<file path="config.mk">
export PLATFORM = sky130hd
export DESIGN_NAME = pipe_adder
export DESIGN_NICKNAME = d
export VERILOG_FILES = /design/src/rtl/pipe_adder.sv
export SDC_FILE = /design/constraint.sdc
export NUM_CORES = 1
export LEC_CHECK = 0
export CORE_ASPECT_RATIO = 0.8
export CORE_MARGIN = 10
export CORE_UTILIZATION = 40
export DETAILED_ROUTE_END_ITERATION = 12
export PLACE_DENSITY_LB_ADDON = 0.15
export RECOVER_POWER = 100
export SYNTH_ARGS = -nofsm -noshare
export SYNTH_HDL_FRONTEND = slang
export SYNTH_SLANG_ARGS = --single-unit
</file>
<file path="constraint.sdc">
create_clock -name clk -period 3.25 [get_ports clk]
set_input_delay 0.65 -clock clk [delete_from_list [all_inputs] [get_ports clk]]
set_output_delay 0.65 -clock clk [all_outputs]
set_load 0.01 [all_outputs]
</file>
<file path="src/rtl/pipe_adder.sv">
// -----------------------------------------------------------------------------
// pipe_adder
//   Pipelined add/subtract unit with carry, overflow and zero flags.
//   A WIDTH-bit operation is split into STAGES slices of SLICE = WIDTH/STAGES
//   bits. Stage k adds slice k and hands its carry to stage k+1 through a
//   register, so one slice is resolved per clock. The last stage also forms
//   the flags and registers them together with the sum.
//
//   Optional feature macro: ADDER_SAT_EN
//     defined   -> extra input `sat`, captured with the operands; when sat=1
//                  and the result overflows, the sum clamps to the most
//                  positive / most negative value (sign taken from a).
//     undefined -> no `sat` port, the result always wraps.
//
// Parameters
//   WIDTH   operand/result width (WIDTH % STAGES must be 0)
//   STAGES  pipeline depth / number of slices
//
// Ports
//   clk           rising-edge clock
//   rst           synchronous, active-high reset
//   in_valid      operand set presented
//   in_ready      unit accepts operands this cycle
//   a, b          operands
//   cy_in         carry-in (add) / borrow-in (sub)
//   sub           0 = add, 1 = subtract
//   sat           (ADDER_SAT_EN only) clamp on signed overflow
//   out_valid     result available
//   out_ready     consumer takes result this cycle
//   sum           result
//   carryflag     carry out of the MSB (subtract: 1 = no borrow)
//   overflowflag  signed two's complement overflow (raw, before clamping)
//   zeroflag      final sum == 0
//
// Handshake: a transfer happens on a rising edge where valid & ready are both
// high. The whole pipe moves as one (adv = !out_valid | out_ready); bubbles
// move with it and are never squeezed out. While out_valid & !out_ready the
// pipe freezes and in_ready is low, so a source must hold its operands until
// it sees in_ready. Latency is STAGES cycles, throughput one op per cycle.
// -----------------------------------------------------------------------------
module pipe_adder #(
  parameter int WIDTH  = 32,
  parameter int STAGES = 4
) (
  input  logic             clk,
  input  logic             rst,
  input  logic             in_valid,
  output logic             in_ready,
  input  logic [WIDTH-1:0] a,
  input  logic [WIDTH-1:0] b,
  input  logic             cy_in,
  input  logic             sub,
`ifdef ADDER_SAT_EN
  input  logic             sat,
`endif
  output logic             out_valid,
  input  logic             out_ready,
  output logic [WIDTH-1:0] sum,
  output logic             carryflag,
  output logic             overflowflag,
  output logic             zeroflag
);

  localparam int SLICE = WIDTH / STAGES;
  localparam int MSB   = WIDTH - 1;
  localparam int LAST  = STAGES - 1;
  // Intermediate register banks sit between stages; with STAGES=1 there are
  // none, but the arrays keep a minimum size of one so they stay legal.
  localparam int NREG  = (STAGES > 1) ? STAGES - 1 : 1;

  // ---------------------------------------------------------------------------
  // Global advance
  // ---------------------------------------------------------------------------
  logic w_adv;
  logic r_out_v;

  assign w_adv    = !r_out_v || out_ready;
  assign in_ready = w_adv;

  // ---------------------------------------------------------------------------
  // Per-stage inputs (w_*[k] is what stage k works on this cycle)
  // ---------------------------------------------------------------------------
  logic             w_v     [STAGES];
  logic [WIDTH-1:0] w_a     [STAGES];
  logic [WIDTH-1:0] w_b     [STAGES];  // b already inverted for subtract
  logic [WIDTH-1:0] w_s     [STAGES];  // result slices resolved so far
  logic             w_c     [STAGES];  // carry into this stage's slice
  logic [SLICE:0]   w_sl    [STAGES];  // slice sum including carry out
  logic [WIDTH-1:0] w_snext [STAGES];  // w_s with this stage's slice filled in
`ifdef ADDER_SAT_EN
  logic             w_sat   [STAGES];
`endif

  // Inter-stage registers. Operands are carried at full width for
  // simplicity; slices already consumed are simply never read again and
  // drop out during synthesis.
  logic             r_v     [NREG];
  logic [WIDTH-1:0] r_a     [NREG];
  logic [WIDTH-1:0] r_b     [NREG];
  logic [WIDTH-1:0] r_s     [NREG];
  logic             r_c     [NREG];
`ifdef ADDER_SAT_EN
  logic             r_sat   [NREG];
`endif

  // Stage 0 is fed straight from the ports. Subtraction is a + ~b + ~cy_in,
  // so a borrow-in of 1 becomes a carry-in of 0 and vice versa.
  assign w_v[0] = in_valid;
  assign w_a[0] = a;
  assign w_b[0] = sub ? ~b : b;
  assign w_c[0] = sub ? ~cy_in : cy_in;
  assign w_s[0] = '0;
`ifdef ADDER_SAT_EN
  assign w_sat[0] = sat;
`endif

  // ---------------------------------------------------------------------------
  // Slice adders and inter-stage registers
  // ---------------------------------------------------------------------------
  for (genvar k = 0; k < STAGES; k++) begin : g_stage
    assign w_sl[k] = {1'b0, w_a[k][k*SLICE +: SLICE]}
                   + {1'b0, w_b[k][k*SLICE +: SLICE]}
                   + {{SLICE{1'b0}}, w_c[k]};

    // Slices above k are still zero in w_s, so OR-ing the new slice in is
    // enough to place it.
    assign w_snext[k] = w_s[k] | (WIDTH'(w_sl[k][SLICE-1:0]) << (k*SLICE));

    if (k < LAST) begin : g_reg
      always_ff @(posedge clk) begin
        if (rst) begin
          r_v[k] <= 1'b0;
          r_a[k] <= '0;
          r_b[k] <= '0;
          r_s[k] <= '0;
          r_c[k] <= 1'b0;
`ifdef ADDER_SAT_EN
          r_sat[k] <= 1'b0;
`endif
        end else if (w_adv) begin
          r_v[k] <= w_v[k];
          // Payload only moves with a real op; a bubble leaves it untouched.
          if (w_v[k]) begin
            r_a[k] <= w_a[k];
            r_b[k] <= w_b[k];
            r_s[k] <= w_snext[k];
            r_c[k] <= w_sl[k][SLICE];
`ifdef ADDER_SAT_EN
            r_sat[k] <= w_sat[k];
`endif
          end
        end
      end

      assign w_v[k+1] = r_v[k];
      assign w_a[k+1] = r_a[k];
      assign w_b[k+1] = r_b[k];
      assign w_s[k+1] = r_s[k];
      assign w_c[k+1] = r_c[k];
`ifdef ADDER_SAT_EN
      assign w_sat[k+1] = r_sat[k];
`endif
    end
  end

  // ---------------------------------------------------------------------------
  // Final stage: flags, optional clamp, output registers
  // ---------------------------------------------------------------------------
  logic [WIDTH-1:0] w_raw;
  logic [WIDTH-1:0] w_fin;
  logic             w_cy;
  logic             w_ov;

  assign w_raw = w_snext[LAST];
  assign w_cy  = w_sl[LAST][SLICE];
  // Signed overflow: both effective operands share a sign and the raw
  // result has the other sign.
  assign w_ov  = (w_a[LAST][MSB] == w_b[LAST][MSB]) && (w_raw[MSB] != w_a[LAST][MSB]);

`ifdef ADDER_SAT_EN
  // On overflow the true result lies beyond the range on the side of a's
  // sign: positive a clamps to 0x7F..F, negative a to 0x80..0.
  always_comb begin
    w_fin = w_raw;
    if (w_sat[LAST] && w_ov) begin
      w_fin = w_a[LAST][MSB] ? {1'b1, {MSB{1'b0}}} : {1'b0, {MSB{1'b1}}};
    end
  end
`else
  assign w_fin = w_raw;
`endif

  logic [WIDTH-1:0] r_sum;
  logic             r_cy;
  logic             r_ov;
  logic             r_z;

  always_ff @(posedge clk) begin
    if (rst) begin
      r_out_v <= 1'b0;
      r_sum   <= '0;
      r_cy    <= 1'b0;
      r_ov    <= 1'b0;
      r_z     <= 1'b0;
    end else if (w_adv) begin
      r_out_v <= w_v[LAST];
      if (w_v[LAST]) begin
        r_sum <= w_fin;
        r_cy  <= w_cy;
        r_ov  <= w_ov;
        r_z   <= (w_fin == '0);
      end
    end
  end

  assign out_valid    = r_out_v;
  assign sum          = r_sum;
  assign carryflag    = r_cy;
  assign overflowflag = r_ov;
  assign zeroflag     = r_z;

endmodule

</file>
==> results.md <==
* First-pass GRT wire length at 27.3 mm
* Leading area contributor after synthesis: edfxtp_1
* Max cap viols at 0
* TritonCTS Buffers at 17
* Crit path max fanout at 2
* Synth warn at 0
* 1st-iter DRT viols at 324
* Share of post-route cells with drive strength above 1 at 5.46%
* Worst hold path depth at 2
* Ys async rst share at 0%
* Port Buffer Count at 106
* CTS Hold Buffers Added at 0
* Outcome: complete, no violations
* Vias in the first global route at 5,222
* H-tree Lvls at 4
* Via/cell ratio at 4.87
* DP Worst Slack at -0.0895 ns
* Final wirelength at 16.8 mm
* Die height at 149 µm
* Gate count of the mapped netlist at 692
* # resized after CTS at 0
* FF+latch area at 5230 µm²
* Final hold vios at 0
* I/O pin count at 107
* GRT Total Usage at 12.5%
* Final ANT Viol Nets at 0
* Post-layout util at 49.9%
* Setup crit end kind: flip-flop
* Ranking of synthesized cells by area: edfxtp_1, dfxtp_1, and3_1
* Initial Util at 40.4%
* Largest net degree at the start of global routing at 58
* Final #Nets at 899
* DRT Pass-1 Iters at 5
* Final global-route overflow total at 0
* FP Rows at 47
* Number of buffers added for setup after CTS at 0
* Final setup viols at 0
* R2R depth at 9
* Sequential cell area fraction in the yosys report at 63.0%
* Clk pin slew, worst setup/hold paths at 0.06 ns
* Startpoint Class: input pin
* Die W at 181 µm
* Clk_skew at 0.00722 ns
* Layout fillers at 1,789
* Setup TNS at 0 ns
* Die area at 26,900 µm²
* Core area at 20,500 µm²
* Worst Tran Pin Value at 1.42 ns
* Cell leakage power at 4.29 nW
* Root buffer cell: clkbuf_16
* Average wire per standard cell at 15.7 µm
* Initial antenna violation count at 0
* Area of the multi-input gates at 2810 µm²
* Max Slew Vio Count at 0
* Min cycle time layout at 2.91 ns
* Vias at 5,238
* Count leader, synth: edfxtp_1
* Gpl congestion at 0.811
* Area share of the largest cell type after synthesis at 54.3%
* Max Fclk at 0.343 GHz
* Critical Path AT at 3.07 ns
* Layout overhead on the synthesized area at 23.6%
* Dpl hpwl at 12.8 mm
* Req. time, crit path at 3.41 ns
* Top FF cell, synth: edfxtp_1
* Period utilization at 89.6%
* CTS tree: done
* Most frequent cells after synthesis: edfxtp_1, and3_1, nand2_1, nor2_1, a21oi_1
* Max clock buf depth at 2
* Sink Count at 186
* Fin worst setup slack at 0.338 ns
* VDD IR max at 0.000307 V
* Pwr/cell area at 547 nW/µm²
* DR DRC count at 0
* Critical path class: in2reg
* Number of synthesized register bits at 186
* Post-synth EDFFs at 150
* Slew HR at 5.50%
* Syn nets at 798
* RSZ-0062 raised after global routing: false
* Hold WC Path Type: reg2reg
* Post-Syn Area at 8290 µm²
* Post-synth cell types at 40
* Number of diodes at 0
* Syn Area/Cell at 12.0 µm²
* Clock Latency Late Sink at 0.42 ns
==> flip-flops by register name, summed over array words and instances, names as in the netlist, 3 cells and up <==
| register | count |
|---|---|
| r_a | 48 |
| r_b | 48 |
| r_c | 3 |
| r_s | 48 |
| r_v | 3 |
| sum | 32 |
==> cell families (layout without fill, tap and decap cells) <==
logic type | after synthesis | count (layout) | share of synthesized area (%)
and+or+nand+nor | 274 | 274 | 16.8
DFF | 186 | 186 | 63.0
AOI/OAI and AO/OA | 82 | 82 | 5.90
buffers and inverters | 67 | 181 | 3.08
xor gates and xnor gates | 44 | 44 | 4.65
adders and majority gates | 36 | 36 | 6.16
muxes | 3 | 3 | 0.362
==> worst max-delay path, cell delays in order <==
cell             delay [ns]
clkdlybuf4s50_1        0.42
xnor2_1                0.15
fa_1                   0.44
fa_1                   0.39
nor2b_1                0.16
o21ai_0                0.11
a21boi_0               0.29
o21a_1                 0.18
o21ai_0                0.11
nor3b_1                0.17
==> path summary, 6_finish.rpt <==
path,to,slack [ns],from
worst max register to register,zeroflag,0.52,r_b[2][24]
worst min-delay path,sum[16],0.46,sum[16]
worst min register to register,sum[16],0.46,sum[16]
worst max-delay path,r_s[0][6],0.34,b[0]
==> metrics by stage <==
stage	area (µm²)	total power [mW]	instances	hold WS, ns
after floorplan	8290	3.21	692	0.476
after global placement	9680	3.45	1043	0.448
after detailed placement	9680	3.47	1043	0.453
after CTS	10300	5.67	1075	0.462
after global routing	10200	5.84	1075	0.476
final	10200	5.60	1075	0.456
==> report_power, final <==
group / internal [mW] / switching [mW] / leakage [nW]
logic: 0.272 / 0.319 / 2.08
clock network: 1.36 / 0.838 / 0.300
registers: 2.74 / 0.0632 / 1.91
total: 4.38 / 1.22 / 4.29
==> layout make-up <==
type / instances / area share (%)
multi-input cells: 439 / 27.4
well taps: 269 / 3.28
repair buffers: 121 / 11.1
inverters: 28 / 1.03
flip-flops and latches: 186 / 51.0
clock buffers: 20 / 4.26
clock inverters: 12 / 1.90
==> layer usage <==
metal | part of all wire (%) | vias to the layer above | global-route usage, %
li1 | - | 2667 | -
met1 | 53 | 2411 | 18.8
met2 | 38 | 148 | 16.3
met3 | 7.0 | 12 | 4.51
met4 | 1.1 | 0 | 3.61
met5 | 0 | - | 0
==> cell usage in the layout (no fill, tap or decap), drive strengths merged, types with 3 or more instances in the layout <==
master | netlist | layout
nor3 | 19 | 19
nor2b | 6 | 6
clkbuf | 31 | 29
nand2 | 66 | 66
o21a | 9 | 9
o21ai | 11 | 11
xnor2 | 35 | 35
clkdlybuf4s50 | 0 | 66
nor4 | 6 | 6
bufinv | 0 | 5
nand3 | 4 | 4
ha | 28 | 28
nor2 | 59 | 59
dlygate4sd3 | 0 | 39
edfxtp | 150 | 150
a21oi | 42 | 42
inv | 28 | 30
fa | 8 | 8
a211oi | 3 | 3
buf | 8 | 7
mux2i | 3 | 3
and3 | 100 | 100
o21bai | 3 | 3
dfxtp | 36 | 36
a21o | 5 | 5
nand2b | 5 | 5
xor2 | 9 | 9
o41ai | 3 | 3
clkinv | 0 | 3
Power figures use the tool's default switching activity.
